`src/rtl/rp_dec_div_pkg.sv`:
```
// Shared definitions for the ADC decimator divider arbiter.
//   ch_e         : channel encoding (A=0, B=1)
//   tag_t        : in-flight tag {ch, neg} kept per issued division
//   TAG_W        : packed width of tag_t, used for FIFO ports
//   ERR_ORPHAN   : err_o bit set when a divider result arrives with no tag
//   ERR_ZERO_DIV : err_o bit set when a granted request has divisor 0
package rp_dec_div_pkg;

  typedef enum logic {
    CH_A = 1'b0,
    CH_B = 1'b1
  } ch_e;

  typedef struct packed {
    ch_e  ch;
    logic neg;
  } tag_t;

  localparam int unsigned TAG_W        = $bits(tag_t);
  localparam int unsigned ERR_ORPHAN   = 0;
  localparam int unsigned ERR_ZERO_DIV = 1;

endpackage

```
`src/rtl/rp_dec_div_tag_fifo.sv`:
```
// Synchronous tag FIFO tracking in-flight divider operations.
// Ports:
//   clk_i, rst_ni : clock, asynchronous active-low reset (flushes FIFO)
//   push_i, push_tag_i : write a tag (ignored when full)
//   pop_i, pop_tag_o   : read/remove head tag (ignored when empty);
//                        pop_tag_o shows the head combinationally
//   count_o            : number of stored tags (0..DEPTH)
// DEPTH must be a power of two, >= 2. Push and pop in the same cycle
// leave the count unchanged.
module rp_dec_div_tag_fifo
  import rp_dec_div_pkg::*;
#(
  parameter int unsigned DEPTH = 4
) (
  input  logic                     clk_i,
  input  logic                     rst_ni,
  input  logic                     push_i,
  input  logic [TAG_W-1:0]         push_tag_i,
  input  logic                     pop_i,
  output logic [TAG_W-1:0]         pop_tag_o,
  output logic [$clog2(DEPTH):0]   count_o
);

  localparam int unsigned AW = $clog2(DEPTH);
  localparam int unsigned CW = AW + 1;
  localparam logic [CW-1:0] FULL = CW'(DEPTH);

  logic [TAG_W-1:0] mem_q [DEPTH];
  logic [TAG_W-1:0] mem_d [DEPTH];
  logic [AW-1:0]    wr_ptr_q, wr_ptr_d;
  logic [AW-1:0]    rd_ptr_q, rd_ptr_d;
  logic [CW-1:0]    count_q, count_d;
  logic             push_ok, pop_ok;

  always_comb begin
    push_ok  = push_i && (count_q != FULL);
    pop_ok   = pop_i && (count_q != '0);
    mem_d    = mem_q;
    wr_ptr_d = wr_ptr_q;
    rd_ptr_d = rd_ptr_q;
    count_d  = count_q;
    if (push_ok) begin
      mem_d[wr_ptr_q] = push_tag_i;
      wr_ptr_d        = wr_ptr_q + AW'(1);
    end
    if (pop_ok) begin
      rd_ptr_d = rd_ptr_q + AW'(1);
    end
    if (push_ok && !pop_ok) begin
      count_d = count_q + CW'(1);
    end else if (!push_ok && pop_ok) begin
      count_d = count_q - CW'(1);
    end
  end

  always_ff @(posedge clk_i or negedge rst_ni) begin
    if (!rst_ni) begin
      for (int unsigned i = 0; i < DEPTH; i++) begin
        mem_q[i] <= '0;
      end
      wr_ptr_q <= '0;
      rd_ptr_q <= '0;
      count_q  <= '0;
    end else begin
      mem_q    <= mem_d;
      wr_ptr_q <= wr_ptr_d;
      rd_ptr_q <= rd_ptr_d;
      count_q  <= count_d;
    end
  end

  assign pop_tag_o = mem_q[rd_ptr_q];
  assign count_o   = count_q;

endmodule

```
`src/rtl/rp_dec_div_arb.sv`:
```
// Shares one in-order pipelined unsigned divider between ADC decimator
// channels A and B. Sums are issued as magnitudes; a {ch, neg} tag per
// issue is queued and used to sign and route the returned quotient.
// Ports:
//   adc_clk_i, adc_rstn_i        : clock, asynchronous active-low reset
//   cha_/chb_req_i, _sum_i, _dec_i : request, signed dividend, divisor
//   cha_/chb_ack_o               : request consumed (1-cycle pulse)
//   cha_/chb_val_o, _quo_o       : quotient valid pulse, signed quotient
//   div_go_o, div_x_o, div_y_o   : divider start, |dividend|, divisor
//   div_q_i, div_ok_i            : divider quotient, result valid
//   err_clr_i, err_o             : sticky errors [0] orphan, [1] zero divisor
// Build option: define RP_DEC_DIV_ARB_FIXPRIO_EN for fixed priority
// (A wins ties); otherwise ties are broken round-robin.
module rp_dec_div_arb
  import rp_dec_div_pkg::*;
#(
  parameter int unsigned XDW       = 32,
  parameter int unsigned YDW       = 17,
  parameter int unsigned ISSUE_GAP = 16,
  parameter int unsigned TAG_DEPTH = 4
) (
  input  logic           adc_clk_i,
  input  logic           adc_rstn_i,
  input  logic           cha_req_i,
  input  logic [XDW-1:0] cha_sum_i,
  input  logic [YDW-1:0] cha_dec_i,
  output logic           cha_ack_o,
  output logic           cha_val_o,
  output logic [XDW-1:0] cha_quo_o,
  input  logic           chb_req_i,
  input  logic [XDW-1:0] chb_sum_i,
  input  logic [YDW-1:0] chb_dec_i,
  output logic           chb_ack_o,
  output logic           chb_val_o,
  output logic [XDW-1:0] chb_quo_o,
  output logic           div_go_o,
  output logic [XDW-1:0] div_x_o,
  output logic [YDW-1:0] div_y_o,
  input  logic [XDW-1:0] div_q_i,
  input  logic           div_ok_i,
  input  logic           err_clr_i,
  output logic [1:0]     err_o
);

  localparam int unsigned GW = $clog2(ISSUE_GAP);
  localparam int unsigned CW = $clog2(TAG_DEPTH) + 1;
  localparam logic [GW-1:0] GAP_LOAD  = GW'(ISSUE_GAP - 1);
  localparam logic [CW-1:0] FIFO_FULL = CW'(TAG_DEPTH);

  logic [GW-1:0]  gap_q, gap_d;
  logic           ack_a_q, ack_a_d, ack_b_q, ack_b_d;
  logic           val_a_q, val_a_d, val_b_q, val_b_d;
  logic [XDW-1:0] quo_a_q, quo_a_d, quo_b_q, quo_b_d;
  logic           go_q, go_d;
  logic [XDW-1:0] x_q, x_d;
  logic [YDW-1:0] y_q, y_d;
  logic [1:0]     err_q, err_d;

  logic           issue_ok, req_a, req_b, gnt_a, gnt_b, gnt_any;
  logic [XDW-1:0] gnt_sum, gnt_abs, quo_signed;
  logic [YDW-1:0] gnt_dec;
  logic           dec_zero, issue, pop;
  tag_t           push_tag, head_tag;
  logic [TAG_W-1:0] head_bits;
  logic [CW-1:0]  fifo_cnt;

`ifndef RP_DEC_DIV_ARB_FIXPRIO_EN
  ch_e last_q, last_d;
`endif

  always_comb begin
    // FIFO check uses the pre-pop count: a pop from full cannot free a slot
    // for an issue in the same cycle.
    issue_ok = (gap_q == '0) && (fifo_cnt < FIFO_FULL);
    // A channel acked last cycle still holds req; it must not be re-granted
    // (matters for zero-divisor grants, which do not load the gap counter).
    req_a = cha_req_i && !ack_a_q;
    req_b = chb_req_i && !ack_b_q;
    gnt_a = 1'b0;
    gnt_b = 1'b0;
    if (issue_ok) begin
      if (req_a && req_b) begin
`ifdef RP_DEC_DIV_ARB_FIXPRIO_EN
        gnt_a = 1'b1;
`else
        if (last_q == CH_B) gnt_a = 1'b1;
        else                gnt_b = 1'b1;
`endif
      end else begin
        gnt_a = req_a;
        gnt_b = req_b;
      end
    end
    gnt_any  = gnt_a || gnt_b;
    gnt_sum  = gnt_b ? chb_sum_i : cha_sum_i;
    gnt_dec  = gnt_b ? chb_dec_i : cha_dec_i;
    gnt_abs  = gnt_sum[XDW-1] ? (~gnt_sum + XDW'(1)) : gnt_sum;
    dec_zero = (gnt_dec == '0);
    issue    = gnt_any && !dec_zero;

    push_tag.ch  = gnt_b ? CH_B : CH_A;
    push_tag.neg = gnt_sum[XDW-1];

    head_tag   = tag_t'(head_bits);
    pop        = div_ok_i && (fifo_cnt != '0);
    quo_signed = head_tag.neg ? (~div_q_i + XDW'(1)) : div_q_i;

    ack_a_d = gnt_a;
    ack_b_d = gnt_b;
    go_d    = issue;
    x_d     = issue ? gnt_abs : x_q;
    y_d     = issue ? gnt_dec : y_q;

    if (issue)              gap_d = GAP_LOAD;
    else if (gap_q != '0)   gap_d = gap_q - GW'(1);
    else                    gap_d = gap_q;

    val_a_d = pop && (head_tag.ch == CH_A);
    val_b_d = pop && (head_tag.ch == CH_B);
    quo_a_d = val_a_d ? quo_signed : quo_a_q;
    quo_b_d = val_b_d ? quo_signed : quo_b_q;

    // Clear first so a set event in the same cycle wins.
    err_d = err_q;
    if (err_clr_i) err_d = '0;
    if (div_ok_i && !pop)     err_d[ERR_ORPHAN]   = 1'b1;
    if (gnt_any && dec_zero)  err_d[ERR_ZERO_DIV] = 1'b1;

`ifndef RP_DEC_DIV_ARB_FIXPRIO_EN
    last_d = last_q;
    if (gnt_a)      last_d = CH_A;
    else if (gnt_b) last_d = CH_B;
`endif
  end

  always_ff @(posedge adc_clk_i or negedge adc_rstn_i) begin
    if (!adc_rstn_i) begin
      gap_q   <= '0;
      ack_a_q <= 1'b0;
      ack_b_q <= 1'b0;
      val_a_q <= 1'b0;
      val_b_q <= 1'b0;
      quo_a_q <= '0;
      quo_b_q <= '0;
      go_q    <= 1'b0;
      x_q     <= '0;
      y_q     <= '0;
      err_q   <= '0;
    end else begin
      gap_q   <= gap_d;
      ack_a_q <= ack_a_d;
      ack_b_q <= ack_b_d;
      val_a_q <= val_a_d;
      val_b_q <= val_b_d;
      quo_a_q <= quo_a_d;
      quo_b_q <= quo_b_d;
      go_q    <= go_d;
      x_q     <= x_d;
      y_q     <= y_d;
      err_q   <= err_d;
    end
  end

`ifndef RP_DEC_DIV_ARB_FIXPRIO_EN
  always_ff @(posedge adc_clk_i or negedge adc_rstn_i) begin
    if (!adc_rstn_i) last_q <= CH_B;
    else             last_q <= last_d;
  end
`endif

  rp_dec_div_tag_fifo #(
    .DEPTH (TAG_DEPTH)
  ) u_tag_fifo (
    .clk_i      (adc_clk_i),
    .rst_ni     (adc_rstn_i),
    .push_i     (issue),
    .push_tag_i (push_tag),
    .pop_i      (pop),
    .pop_tag_o  (head_bits),
    .count_o    (fifo_cnt)
  );

  assign cha_ack_o = ack_a_q;
  assign chb_ack_o = ack_b_q;
  assign cha_val_o = val_a_q;
  assign chb_val_o = val_b_q;
  assign cha_quo_o = quo_a_q;
  assign chb_quo_o = quo_b_q;
  assign div_go_o  = go_q;
  assign div_x_o   = x_q;
  assign div_y_o   = y_q;
  assign err_o     = err_q;

endmodule

```
`config.mk`:
```
export PLATFORM = sky130hd
export DESIGN_NAME = rp_dec_div_arb
export DESIGN_NICKNAME = d
export VERILOG_FILES = /design/src/rtl/rp_dec_div_pkg.sv /design/src/rtl/rp_dec_div_tag_fifo.sv /design/src/rtl/rp_dec_div_arb.sv
export SDC_FILE = /design/constraint.sdc
export NUM_CORES = 1
export LEC_CHECK = 0
export CORE_ASPECT_RATIO = 0.7
export CORE_MARGIN = 5
export CORE_UTILIZATION = 35
export DETAILED_ROUTE_END_ITERATION = 10
export GPL_TIMING_DRIVEN = 0
export PLACE_DENSITY = 0.69
export SYNTH_ARGS = -nofsm -noshare
export SYNTH_HDL_FRONTEND = slang
export SYNTH_HIERARCHICAL = 1
export SYNTH_SLANG_ARGS = --single-unit
```
`constraint.sdc`:
```
create_clock -name adc_clk_i -period 3.7 [get_ports adc_clk_i]
set_clock_uncertainty 0.2 [all_clocks]
set_input_delay 0.37 -clock adc_clk_i [delete_from_list [all_inputs] [get_ports adc_clk_i]]
set_output_delay 0.37 -clock adc_clk_i [all_outputs]
set_load 0.01 [all_outputs]
```
## Yosys cells after proc, flatten, opt, wreduce, memory -nomap -nowiden

Index checks and enable logic that the tools add are counted.

- Register bits after elaboration: 140
- Output and inout bits: 120
- Logic and storage cells: 94

- $add $sub $neg: 7
- Order comparisons: 4
- Eq/ne operators: 1
- Muxes and demuxes: 26
- Bitwise logic cells: 5
- Reductions and logical operators: 31

Operator list:

| operator | count |
|---|---|
| $mux 32 | 3 |
| $add 32x1->32 const B | 2 |
| $not 32->32 | 2 |
| $logic_not 17->1 | 1 |
| $mux 17 | 1 |
| $logic_and 1x1->1 | 15 |
| $mux 1 | 11 |
| $reduce_bool 2->1 | 5 |
| $bwmux 8 | 1 |
| $mux 2 | 4 |
| $mux 4 | 2 |
| $ge 3x3->1 const B | 2 |
| $logic_not 1->1 | 6 |
| $mux 3 | 2 |
| $not 2->3 | 2 |
| $add 2x1->2 const B | 2 |
| $bmux 2 s2 | 1 |
| $demux 2 s2 | 1 |
| $logic_not 4->1 | 1 |
| $reduce_bool 4->1 | 1 |
| $sub 4x1->4 const B | 1 |
| $add 3x1->3 const B | 1 |
| $lt 3x1->1 const B | 1 |
| $lt 3x3->1 const B | 1 |
| 5 further kinds | 5 |

## Logic depth before layout (Yosys ltp)

Gate-level depths: netlist of the first run.

- Depth in word-level cells: 14
- Mapped depth: 17
- Depth with buffers taken out: 15

## By module

The synthesis of the first run kept the hierarchy.

Modules (own cells, without submodules):

| module | times used | cells each | area each (um2) | seq. area each (um2) |
|---|---|---|---|---|
| rp_dec_div_arb | 1 | 791 | 7026.7 | 3129.3 |
| rp_dec_div_tag_fifo | 1 | 55 | 757.0 | 375.4 |

## Worst setup path after synthesis of the first run

OpenSTA, ideal clock, no wires.

- Path type: register -> register
- From: register gap_q[0]
- To: register x_q[24], in the netlist div_x_o[24]
- Setup time: 82 ps
- Data arrival time: 3850 ps
- Data required time: 3418 ps
- Slack: -432 ps
- Stages on the path, launching flop included: 15
- Clock period less this slack: 4132 ps
- Cells stage by stage: dfrtp_1 inv_1 ha_1 nor4b_4 nand3_2 buf_1 clkbuf_1 mux2i_1 ha_1 nor3b_1 nand4_1 nor4_1 nor3_1 or4_1 a31oi_1

- Longest elaborated chain between the ends: 7
- Elaborated cells on any way between the ends: 13
- Classes of those cells: add/sub (1); mux (5); bitwise (1); reduce/logical (6)

RTL lines:

| item | RTL line | source |
|---|---|---|
| start: declaration | rp_dec_div_arb.sv:50 | `logic [GW-1:0] gap_q, gap_d;` |
| start signal: assignment | rp_dec_div_arb.sv:150 | `gap_q <= gap_d;` |
| $logic_not 4->1 * | rp_dec_div_arb.sv:74 | `issue_ok = (gap_q == '0) && (fifo_cnt < FIFO_FULL);` |
| $logic_and 1x1->1 * | rp_dec_div_arb.sv:74 |  |
| $mux 1 | rp_dec_div_arb.sv:81 | `if (issue_ok) begin` |
| $mux 32 / $mux 17 (equally long branches) | rp_dec_div_arb.sv:95, rp_dec_div_arb.sv:96 |  |
| $not 32->32 / $logic_not 17->1 (equally long branches) | rp_dec_div_arb.sv:97, rp_dec_div_arb.sv:98 |  |
| $add 32x1->32 / $logic_not 1->1 (equally long branches) | rp_dec_div_arb.sv:97, rp_dec_div_arb.sv:99 |  |
| $mux 32 / $logic_and 1x1->1 (equally long branches) | rp_dec_div_arb.sv:97, rp_dec_div_arb.sv:99 |  |
| end signal: assignment | rp_dec_div_arb.sv:146 | `x_q <= '0;` |
| end signal: assignment | rp_dec_div_arb.sv:158 | `x_q <= x_d;` |
| end: declaration | rp_dec_div_arb.sv:55 | `logic [XDW-1:0] x_q, x_d;` |

Mark *: on every way between the ends. The rest lies on a longest branch, timed or not.
A chain may end at the register's enable or synchronous reset.

## Worst setup path in the final report of the first run

- From: register gap_q[0]
- To: register x_q[30], in the netlist div_x_o[30]

The elaborated chain is that of the path after synthesis.

==> results_dict.tcl, run 1 <==
set metrics [dict create \
    outcome "finished, violations left" \
    failed_checks "setup timing" \
    max-cap-violations 0 \
    postSynthRegisterBits 140 \
    min-delay-path-class "flip-flop to flip-flop" \
    detail-route-antenna-nets 0 \
    worst_ir_drop_vdd_v 0.000348 \
    viasPerCell 5.44 \
    critical_path_class "flip-flop to flip-flop" \
    use_met2_pct 34.7 \
    final-max-slew-violation-count 0 \
    fraction_of_power_spent_switching_nets_pct 36.9 \
    postSynthAreaPerCell_um2 9.20 \
    met3_track_demand_over_resource_pct 7.24 \
    worst_setup_path_endpoint "div_x_o[30]" \
    initial_core_util_pct 35.7 \
    finalWorstSetupSlack_ps -113 \
    synth_top_flop_cell "sky130_fd_sc_hd__dfrtp_1" \
    area_growth_syn_to_layout_pct 51.9 \
    synthDistinctLibCells 60 \
    p_switching_uw 3130 \
    htree_depth 4 \
    critical_path_arrival_ps 3960 \
    ff2ff_setup_slack_ps -110 \
    nFillCells 1963 \
    cts_inserted_buffers 17 \
    final_layout_size_suffix_gt1_share_pct 11.3 \
    rsz0062_at_grt "yes" \
    drcViolationCount 0 \
    endpoints_failing_setup 2 \
    grt.busiest_layer "met1" \
    regToRegEndpoint "div_x_o[30]" \
    netlist_top_cells_area "sky130_fd_sc_hd__dfrtp_1, sky130_fd_sc_hd__xor2_1, sky130_fd_sc_hd__nand2_1" \
    nNetsFinal 1294 \
    synth_async_sr_flop_share_pct 100 \
    clk-insertion-delay-late_ps 420 \
    maxClockFrequency_mhz 262 \
    synth-simple-area-share_pct 20.7 \
    ios 256 \
    clk_pin_slew_ps 60 \
    ys_seq_area_share_pct 45.0 \
    avgRoutedWirePerCell_um 21.4 \
    antenna_found_initial 0 \
    synth_largest_type_area_fraction_pct 44.7 \
    power.leakage_uw 0.00488 \
    buffer_ports.inserted 255 \
    num_rows 45 \
    antennaDiodeCount 0 \
    first_global_vias 7740 \
    timing.rr.start "gap_q[0]" \
    overflow 0 \
    die_x_um 188 \
    ys_warn_count 6 \
    vias 7851 \
    dp_worst_slack_ps -1460 \
    crit_required_ps 3850 \
    setup.worst_path.start "gap_q[0]" \
    synth_mux_area_share_pct 7.54 \
    synthesis.area_mm2 0.00778 \
    worst_setup_path_end_kind "flip-flop" \
    max_transition_margin_pct 38.2 \
    power_per_cell_area_mw_per_mm2 719 \
    grt_util_all_layers_pct 23.8 \
    met1_usage_pct 34.7 \
    synth_xor_xnor_area_share_pct 7.09 \
    pwr-share-comb_pct 47.1 \
    number_of_enable_type_register_cells_in_the_synthesized_netlist 0 \
    drt-pass1-iter-count 7 \
    cts_num_sinks 140 \
    crit_path_start_kind "flip-flop" \
    finalPower_uw 8500 \
    max-clock-path-buffers 2 \
    internal_power_uw 5370 \
    synth_top_family_by_area "simple AND/OR/NAND/NOR gates" \
    layout.area.seq_mm2 0.00350 \
    final_critical_path_time_including_i_o_delays_and_setup_ps 3810 \
    power.clock.fraction_pct 20.9 \
    critPathMaxFanout 10 \
    synthCells 846 \
    setup_total_negative_slack_ps -169 \
    worst_slew_pin_tran_ps 918 \
    yosysTopAreaCell "sky130_fd_sc_hd__dfrtp_1" \
    global_route_wire_length_before_repair_um 46700 \
    tritoncts "yes" \
    finalHoldViolations 0 \
    post_synthesis_net_count 992 \
    min_period_over_period_pct 103 \
    p_seq_share_pct 32.0 \
    hpwlAfterDp_um 24000 \
    ctsRootBufferMaster "sky130_fd_sc_hd__clkbuf_16" \
    grt_start_max_net_pins 83 \
    dieHeight_um 135 \
    drt-total-wl_um 30900 \
    first_iter_violations 638 \
    r2r.worst_path.cells 14 \
    finalWeightedCongestion 0.991 \
    total_area_of_multi_input_combinational_cells_mm2 0.00426 \
    dieArea_mm2 0.0254 \
    share_of_synthesized_cell_area_in_full_adder_half_adder_and_majority_cells_pct 1.70 \
    core-area_mm2 0.0218 \
    synth-compound-area-share_pct 14.9 \
]
cell usage after synthesis, types with 5 or more instances:
| library cell | count |
|---|---|
| sky130_fd_sc_hd__mux2i_1 | 35 |
| sky130_fd_sc_hd__o22ai_1 | 6 |
| sky130_fd_sc_hd__nor2b_1 | 6 |
| sky130_fd_sc_hd__or4_1 | 10 |
| sky130_fd_sc_hd__inv_1 | 12 |
| sky130_fd_sc_hd__a211oi_1 | 5 |
| sky130_fd_sc_hd__nor2_1 | 84 |
| sky130_fd_sc_hd__or3_1 | 9 |
| sky130_fd_sc_hd__nand3b_1 | 5 |
| sky130_fd_sc_hd__a31oi_1 | 20 |
| sky130_fd_sc_hd__nor4_1 | 32 |
| sky130_fd_sc_hd__nand3_1 | 10 |
| sky130_fd_sc_hd__nand4_1 | 10 |
| sky130_fd_sc_hd__ha_1 | 9 |
| sky130_fd_sc_hd__a21oi_1 | 41 |
| sky130_fd_sc_hd__mux2_2 | 17 |
| sky130_fd_sc_hd__nand2_1 | 120 |
| sky130_fd_sc_hd__buf_1 | 6 |
| sky130_fd_sc_hd__xnor2_1 | 9 |
| sky130_fd_sc_hd__clkbuf_1 | 33 |
| sky130_fd_sc_hd__o31ai_1 | 20 |
| sky130_fd_sc_hd__nor3_1 | 20 |
| sky130_fd_sc_hd__dfrtp_1 | 139 |
| sky130_fd_sc_hd__o21ai_0 | 73 |
| sky130_fd_sc_hd__xor2_1 | 54 |
| sky130_fd_sc_hd__nand2b_1 | 5 |
worst max-delay path, cell delays in order, from the launching register on:
cell and delay, ps:
sky130_fd_sc_hd__dfrtp_1 380, sky130_fd_sc_hd__inv_2 80, sky130_fd_sc_hd__ha_4 140, sky130_fd_sc_hd__nor4b_4 300, sky130_fd_sc_hd__nand3_4 130, sky130_fd_sc_hd__buf_12 150, sky130_fd_sc_hd__buf_8 150, sky130_fd_sc_hd__mux2i_4 220
sky130_fd_sc_hd__ha_4 170, sky130_fd_sc_hd__or4b_4 520, sky130_fd_sc_hd__or3_4 430, sky130_fd_sc_hd__nor4_4 330, sky130_fd_sc_hd__o21ai_2 130, sky130_fd_sc_hd__or3_1 320, sky130_fd_sc_hd__nand3_1 80
cell families (layout without fill, tap and decap cells):
group           Yosys count  after routing
xor+xnor                 63             63
buf+inv                  59            373
fa+ha+maj                10             10
mux                      54             54
simple gates            332            332
compound gates          188            188
flops                   140            140
routing by layer:
layer	up-vias	wire, um
met5	-	0
met2	332	13300
met1	3838	14600
met4	0	450
li1	3649	-
met3	32	2540
cell type report:
cell class                 instances  area share, %
buffer                            45           2.07
clock buffer                      20           3.95
clock inverter                    11           1.21
inverter                          13          0.455
multi-input combinational        647           36.0
sequential                       140           29.6
tap                              282           2.98
timing repair buffer             284           23.7
how the worst min path moves through the flow:
stage | from | end | slack [ps] | cells after the start
final | chb_quo_o[22] | chb_quo_o[22] | 280 | 2
after global routing | chb_quo_o[22] | chb_quo_o[22] | 290 | 2
after CTS | chb_quo_o[22] | chb_quo_o[22] | 280 | 2
after detailed placement | adc_rstn_i | div_x_o[16] | 200 | 1
after global placement | chb_quo_o[22] | chb_quo_o[22] | 260 | 2
after floorplan | adc_rstn_i | cha_ack_o | -130 | 0
sequential cells by signal (all words and copies together), names as in the netlist, 2 cells and up:
name and flops:
cha_quo_o 32, chb_quo_o 32, div_x_o 32, div_y_o 17, err_o 2, gap_q 4
u_tag_fifo/count_o 3, u_tag_fifo/mem_q 8, u_tag_fifo/rd_ptr_q 2, u_tag_fifo/wr_ptr_q 2
power groups by stage:
stage | sequential [uW] | combinational, uW | clock, uW
2_1_floorplan | 2960 | 1530 | 0
5_1_grt | 2810 | 4320 | 1870
6_report | 2720 | 4010 | 1780
4_1_cts | 2720 | 3970 | 1800
3_5_place_dp | 2730 | 3890 | 0
3_3_place_gp | 2710 | 3840 | 0
layout by cell type (no fill, tap or decap), types with 17 or more instances in the layout:
| master | count |
|---|---|
| sky130_fd_sc_hd__mux2_2 | 17 |
| sky130_fd_sc_hd__dfrtp_1 | 139 |
| sky130_fd_sc_hd__nor4_1 | 25 |
| sky130_fd_sc_hd__clkbuf_16 | 18 |
| sky130_fd_sc_hd__mux2i_1 | 33 |
| sky130_fd_sc_hd__nor3_1 | 19 |
| sky130_fd_sc_hd__a21oi_1 | 41 |
| sky130_fd_sc_hd__o31ai_1 | 19 |
| sky130_fd_sc_hd__a31oi_1 | 20 |
| sky130_fd_sc_hd__xor2_1 | 54 |
| sky130_fd_sc_hd__nand2_1 | 120 |
| sky130_fd_sc_hd__buf_4 | 26 |
| sky130_fd_sc_hd__nor2_1 | 84 |
| sky130_fd_sc_hd__clkdlybuf4s50_1 | 254 |
| sky130_fd_sc_hd__clkbuf_1 | 29 |
| sky130_fd_sc_hd__o21ai_0 | 69 |
metrics by stage:
stage	instance area, um^2	hold slack, ps	util [%]	instances
after CTS	11700	283	53.5	1431
after detailed placement	10800	202	49.6	1384
after floorplan	7880	-126	-	846
after global placement	10800	262	49.5	1383
after global routing	11800	293	54.3	1442
final	11800	277	54.3	1442
repair_timing:
action	4_1_cts	5_1_grt
endpoints found under the hold margin	58	0
setup endpoints to repair	47	9
hold buffers	1	0
gates resized for setup	23	17
setup buffers	16	11
pin swaps	8	16
Note: power is estimated with default switching activity, not from simulation.
==> run 2: changes to the inputs <==
Settings changed: GPL_TIMING_DRIVEN 0 to default, SLEW_MARGIN from default to 10.
==> results_dict.tcl, run 2 (same netlist as run 1, synthesis figures left out) <==
set metrics [dict create \
    outcome "complete, no violations" \
    final_core_util_pct 52.9 \
    path_buf_inv 1 \
    regToRegEndpoint "div_x_o[30]" \
    rsz0062_at_grt "no" \
    max_transition_margin_pct 27.2 \
    worst_path_dominant_cell_family "simple AND/OR/NAND/NOR gates" \
    power.leakage_uw 0.00475 \
    ios 256 \
    antenna_found_initial 0 \
    min-delay-path-class "flip-flop to flip-flop" \
    crit_required_ps 3850 \
    tritoncts "yes" \
    commonest_cells_after_routing_fill_and_taps_aside "sky130_fd_sc_hd__clkdlybuf4s50_1, sky130_fd_sc_hd__dfrtp_1, sky130_fd_sc_hd__nand2_1" \
    final_layout_size_suffix_gt1_share_pct 10.4 \
    crit_chain "inv_2 -> ha_4 -> nor4b_4 -> nand3_4 -> mux2i_4 -> ha_4 -> or4b_4 -> or3_4 -> nor4_4 -> o21ai_1 -> or3_1 -> nand3_1" \
    drt-pass1-iter-count 5 \
    drcViolationCount 0 \
    cts_inserted_buffers 17 \
    finalHoldViolations 0 \
    initial_core_util_pct 35.7 \
    drt-total-wl_um 27400 \
    ctsRootBufferMaster "sky130_fd_sc_hd__clkbuf_16" \
    nNetsFinal 1257 \
    first_global_vias 7314 \
    global_route_wire_length_before_repair_um 42300 \
    power_per_cell_area_mw_per_mm2 718 \
    mostFrequentLayoutCell "sky130_fd_sc_hd__clkdlybuf4s50_1" \
    final_hold_slack_ps 279 \
    htree_depth 4 \
    antennaDiodeCount 0 \
    top_cell_by_count_worst_path "sky130_fd_sc_hd__ha_4" \
    min_delay_path_depth 2 \
    finalWeightedCongestion 0.985 \
    final-max-slew-violation-count 0 \
    core-area_mm2 0.0218 \
    detail-route-antenna-nets 0 \
    fin_cells 1406 \
    clk_pin_slew_ps 60 \
    grt_util_all_layers_pct 21.2 \
    hold_end "chb_quo_o[29]" \
    overflow 0 \
    critical_path.max_stage_delay_ps 490 \
    crit_path_start_kind "flip-flop" \
    worst_ir_drop_vdd_v 0.000346 \
    buffer_ports.inserted 255 \
    min_period_over_period_pct 95.2 \
    worst_setup_path_end_kind "flip-flop" \
    setup_total_negative_slack_ps 0 \
    num_rows 45 \
    maxClockFrequency_mhz 284 \
    viasPerCell 5.30 \
    finalPower_uw 8270 \
    cp_slowest_cell "sky130_fd_sc_hd__or4b_4" \
    dieHeight_um 135 \
    cts_setup_buffers 0 \
    area_growth_syn_to_layout_pct 48.0 \
    cts_num_sinks 140 \
    timing.rr.start "gap_q[1]" \
    critPathMaxFanout 5 \
    place.detailed.instances 1373 \
    hpwlAfterDp_um 21200 \
    vias 7455 \
    die_x_um 188 \
    first_iter_violations 605 \
    hp-start "chb_quo_o[29]" \
    critical_path_arrival_ps 3680 \
    setup.worst_path.start "gap_q[1]" \
    dieArea_mm2 0.0254 \
    r2r.worst_path.cells 12 \
    worst_slew_pin_tran_ps 1090 \
    grt_start_max_net_pins 76 \
    endpoints_failing_setup 0 \
    avgRoutedWirePerCell_um 19.5 \
    max-cap-violations 0 \
    max-clock-path-buffers 2 \
    critical_path_class "flip-flop to flip-flop" \
    final_critical_path_time_including_i_o_delays_and_setup_ps 3520 \
    ff2ff_setup_slack_ps 180 \
    clk-insertion-delay-late_ps 420 \
]
[run 2: cell count changes in the layout (fill, tap and decap cells not counted), sizes merged]
cell    previous run  this run
clkbuf            53        24
clkinv             6         3
buf               41        37
inv               13        14
bufinv             3         2
[run 2: worst max path at each step]
stage,to,cells past startpoint
after global routing,div_x_o[26],12
after detailed placement,div_x_o[30],12
after CTS,div_x_o[30],12
after global placement,div_x_o[30],12
after floorplan,div_x_o[30],14
final,div_x_o[30],12
[run 2: repair_timing]
item | 4_1_cts | 5_1_grt
setup endpoints to repair | 0 | 3
resized for setup | 0 | 6
endpoints found under the hold margin | 71 | 0
hold buffers | 1 | 0
[run 2: layout make-up]
type	instances	area [um^2]
clock buffers	24	502
clock inverters	8	106
fillers	1965	10300
inverters	13	48.8
multi-input cells	647	4160
flip-flops and latches	140	3500
well taps	282	353
repair buffers	292	2850
[run 2: routing by layer]
layer / part of all wire [%] / up-vias / routed length, um / global-route usage [%]
met1: 49 / 3600 / 13300 / 31.8
met5: 0 / - / 0 / 0
li1: - / 3579 / - / -
met4: 1.9 / 0 / 524 / 6.11
met2: 43 / 246 / 11800 / 30.0
met3: 6.6 / 30 / 1810 / 5.68
[run 2: worst min-delay path: cells and delay by family (launching register included)]
kind / cells / cell delay (ps)
and+or+nand+nor: 1 / 50
AOI/OAI and AO/OA: 1 / 60
DFF: 1 / 340
[run 2: report_power, final]
part / switching, uW / total, uW / internal (uW)
sequential: 453 / 2700 / 2250
combinational: 1870 / 3810 / 1940
clock: 666 / 1750 / 1090
[run 2: per-stage QoR]
| step | instance area (um^2) | setup slack, ps |
|---|---|---|
| after floorplan | 7880 | -104 |
| after global placement | 10900 | 0.371 |
| after detailed placement | 10900 | -95.7 |
| after CTS | 11500 | 113 |
| after global routing | 11500 | 1.54 |
| final | 11500 | 179 |
==> run 3: changes to the inputs <==
Settings changed: CORE_MARGIN 5 to default.
==> results_dict.tcl, run 3 (same netlist as run 1, synthesis figures left out) <==
set metrics [dict create \
    worst_path_dominant_cell_family "simple AND/OR/NAND/NOR gates" \
    overflow 0 \
    cts_inserted_buffers 17 \
    commonest_cells_after_routing_fill_and_taps_aside "sky130_fd_sc_hd__clkdlybuf4s50_1, sky130_fd_sc_hd__dfrtp_1, sky130_fd_sc_hd__nand2_1" \
    worst_slew_pin_tran_ps 856 \
    cp_slowest_cell "sky130_fd_sc_hd__or4_1" \
    grt_start_max_net_pins 88 \
    min_period_over_period_pct 94.5 \
    ctsRootBufferMaster "sky130_fd_sc_hd__clkbuf_16" \
    mostFrequentLayoutCell "sky130_fd_sc_hd__clkdlybuf4s50_1" \
    drt-total-wl_um 26200 \
    final_hold_slack_ps 277 \
    use_met2_pct 32.6 \
    grt_util_all_layers_pct 23.1 \
    first_iter_violations 509 \
    dieArea_mm2 0.0228 \
    antenna_found_initial 0 \
    endpoints_failing_setup 0 \
    critical_path.max_stage_delay_ps 520 \
    critical_path_class "flip-flop to flip-flop" \
    clk-insertion-delay-late_ps 410 \
    critPathMaxFanout 4 \
    met3_track_demand_over_resource_pct 4.48 \
    num_rows 45 \
    max-clock-path-buffers 2 \
    final_core_util_pct 52.9 \
    antennaDiodeCount 0 \
    clk_pin_slew_ps 60 \
    cts_num_sinks 140 \
    ios 256 \
    first_global_vias 7057 \
    avgRoutedWirePerCell_um 18.7 \
    detail-route-antenna-nets 0 \
    final_layout_size_suffix_gt1_share_pct 10.2 \
    buffer_ports.inserted 255 \
    worst_setup_path_end_kind "flip-flop" \
    drt-pass1-iter-count 5 \
    global_route_wire_length_before_repair_um 41000 \
    worst_ir_drop_vdd_v 0.000355 \
    crit_path_start_kind "flip-flop" \
    tritoncts "yes" \
    detailed_place.area_mm2 0.0109 \
    max_transition_margin_pct 43.0 \
    power.leakage_uw 0.00474 \
    die_x_um 180 \
    outcome "complete, no violations" \
    crit_chain "inv_2 -> ha_4 -> nor4b_4 -> nand3_4 -> mux2i_4 -> ha_2 -> buf_4 -> nor4b_1 -> nand4_1 -> nor4_2 -> nor3_1 -> or4_1 -> a31oi_1" \
    htree_depth 4 \
    min-delay-path-class "flip-flop to flip-flop" \
    grt.busiest_layer "met1" \
    viasPerCell 5.24 \
    core-area_mm2 0.0217 \
    final-max-slew-violation-count 0 \
    finalHoldViolations 0 \
    nNetsFinal 1255 \
    max-cap-violations 0 \
    dieHeight_um 127 \
    critical_path_arrival_ps 3640 \
    path_buf_inv 2 \
    rsz0062_at_grt "no" \
    hpwlAfterDp_um 19800 \
    area_growth_syn_to_layout_pct 47.8 \
    vias 7361 \
    finalWeightedCongestion 0.961 \
    crit_required_ps 3840 \
    maxClockFrequency_mhz 286 \
    cts_setup_buffers 0 \
    final_critical_path_time_including_i_o_delays_and_setup_ps 3500 \
    design_area_mm2 0.0115 \
    met1_usage_pct 35.4 \
    drcViolationCount 0 \
    initial_core_util_pct 35.8 \
    power_per_cell_area_mw_per_mm2 716 \
]
run 3: repair_timing:
| action | CTS | global route |
|---|---|---|
| hold buffers | 1 | 0 |
| gates resized for setup | 0 | 4 |
| endpoints found under the hold margin | 86 | 0 |
| setup endpoints to repair | 0 | 3 |
run 3: final cells by class:
type                    count  area (um^2)
repair buffers            290         2840
fillers                  1957        10200
inverters                  13         48.8
multi-input cells         647         4140
clock inverters            14          180
clock buffers              18          429
flip-flops and latches    140         3500
well taps                 282          353
run 3: worst paths after layout:
| kind | slack (ps) | endpoint | cells after the start | from |
|---|---|---|---|---|
| max | 200 | div_x_o[24] | 13 | gap_q[1] |
| min | 280 | chb_quo_o[23] | 2 | chb_quo_o[23] |
| max in group asynchronous | 2000 | last_q | 3 | adc_rstn_i |
| min reg2reg | 280 | chb_quo_o[23] | 2 | chb_quo_o[23] |
| min in group asynchronous | 380 | chb_quo_o[16] | 2 | adc_rstn_i |
| max reg2reg | 200 | div_x_o[24] | 13 | gap_q[1] |
run 3: power by group:
| group | internal, uW | total, uW | leakage [uW] | switching (uW) |
|---|---|---|---|---|
| sequential | 2250 | 2690 | 0.00170 | 439 |
| combinational | 1940 | 3760 | 0.00275 | 1820 |
| clock | 1080 | 1790 | 0.000293 | 710 |
| total | 5270 | 8240 | 0.00474 | 2970 |
run 3: per-stage QoR:
| step | setup TNS [ps] | setup WS [ps] | power [uW] | instances |
|---|---|---|---|---|
| floorplan | -153 | -104 | 4490 | 846 |
| CTS | 0 | 170 | 8310 | 1404 |
| detailed placement | -243 | -99.2 | 6480 | 1371 |
| global route | 0 | 18.3 | 8790 | 1404 |
| finish | 0 | 203 | 8240 | 1404 |
| global placement | 0 | 4.97 | 6410 | 1371 |
run 3: routing by layer:
layer  part of all wire [%]  wire length [um]  vias up
met2                     42             11000      241
met3                    6.0              1560       32
met5                      0                 0        -
li1                       -                 -     3565
met4                    1.5               388        0
met1                     51             13300     3523
run 3: worst min-delay path: stages, from the launching register on:
cell and delay [ps]:
sky130_fd_sc_hd__dfrtp_1 340, sky130_fd_sc_hd__nand2_1 50, sky130_fd_sc_hd__o21ai_0 60
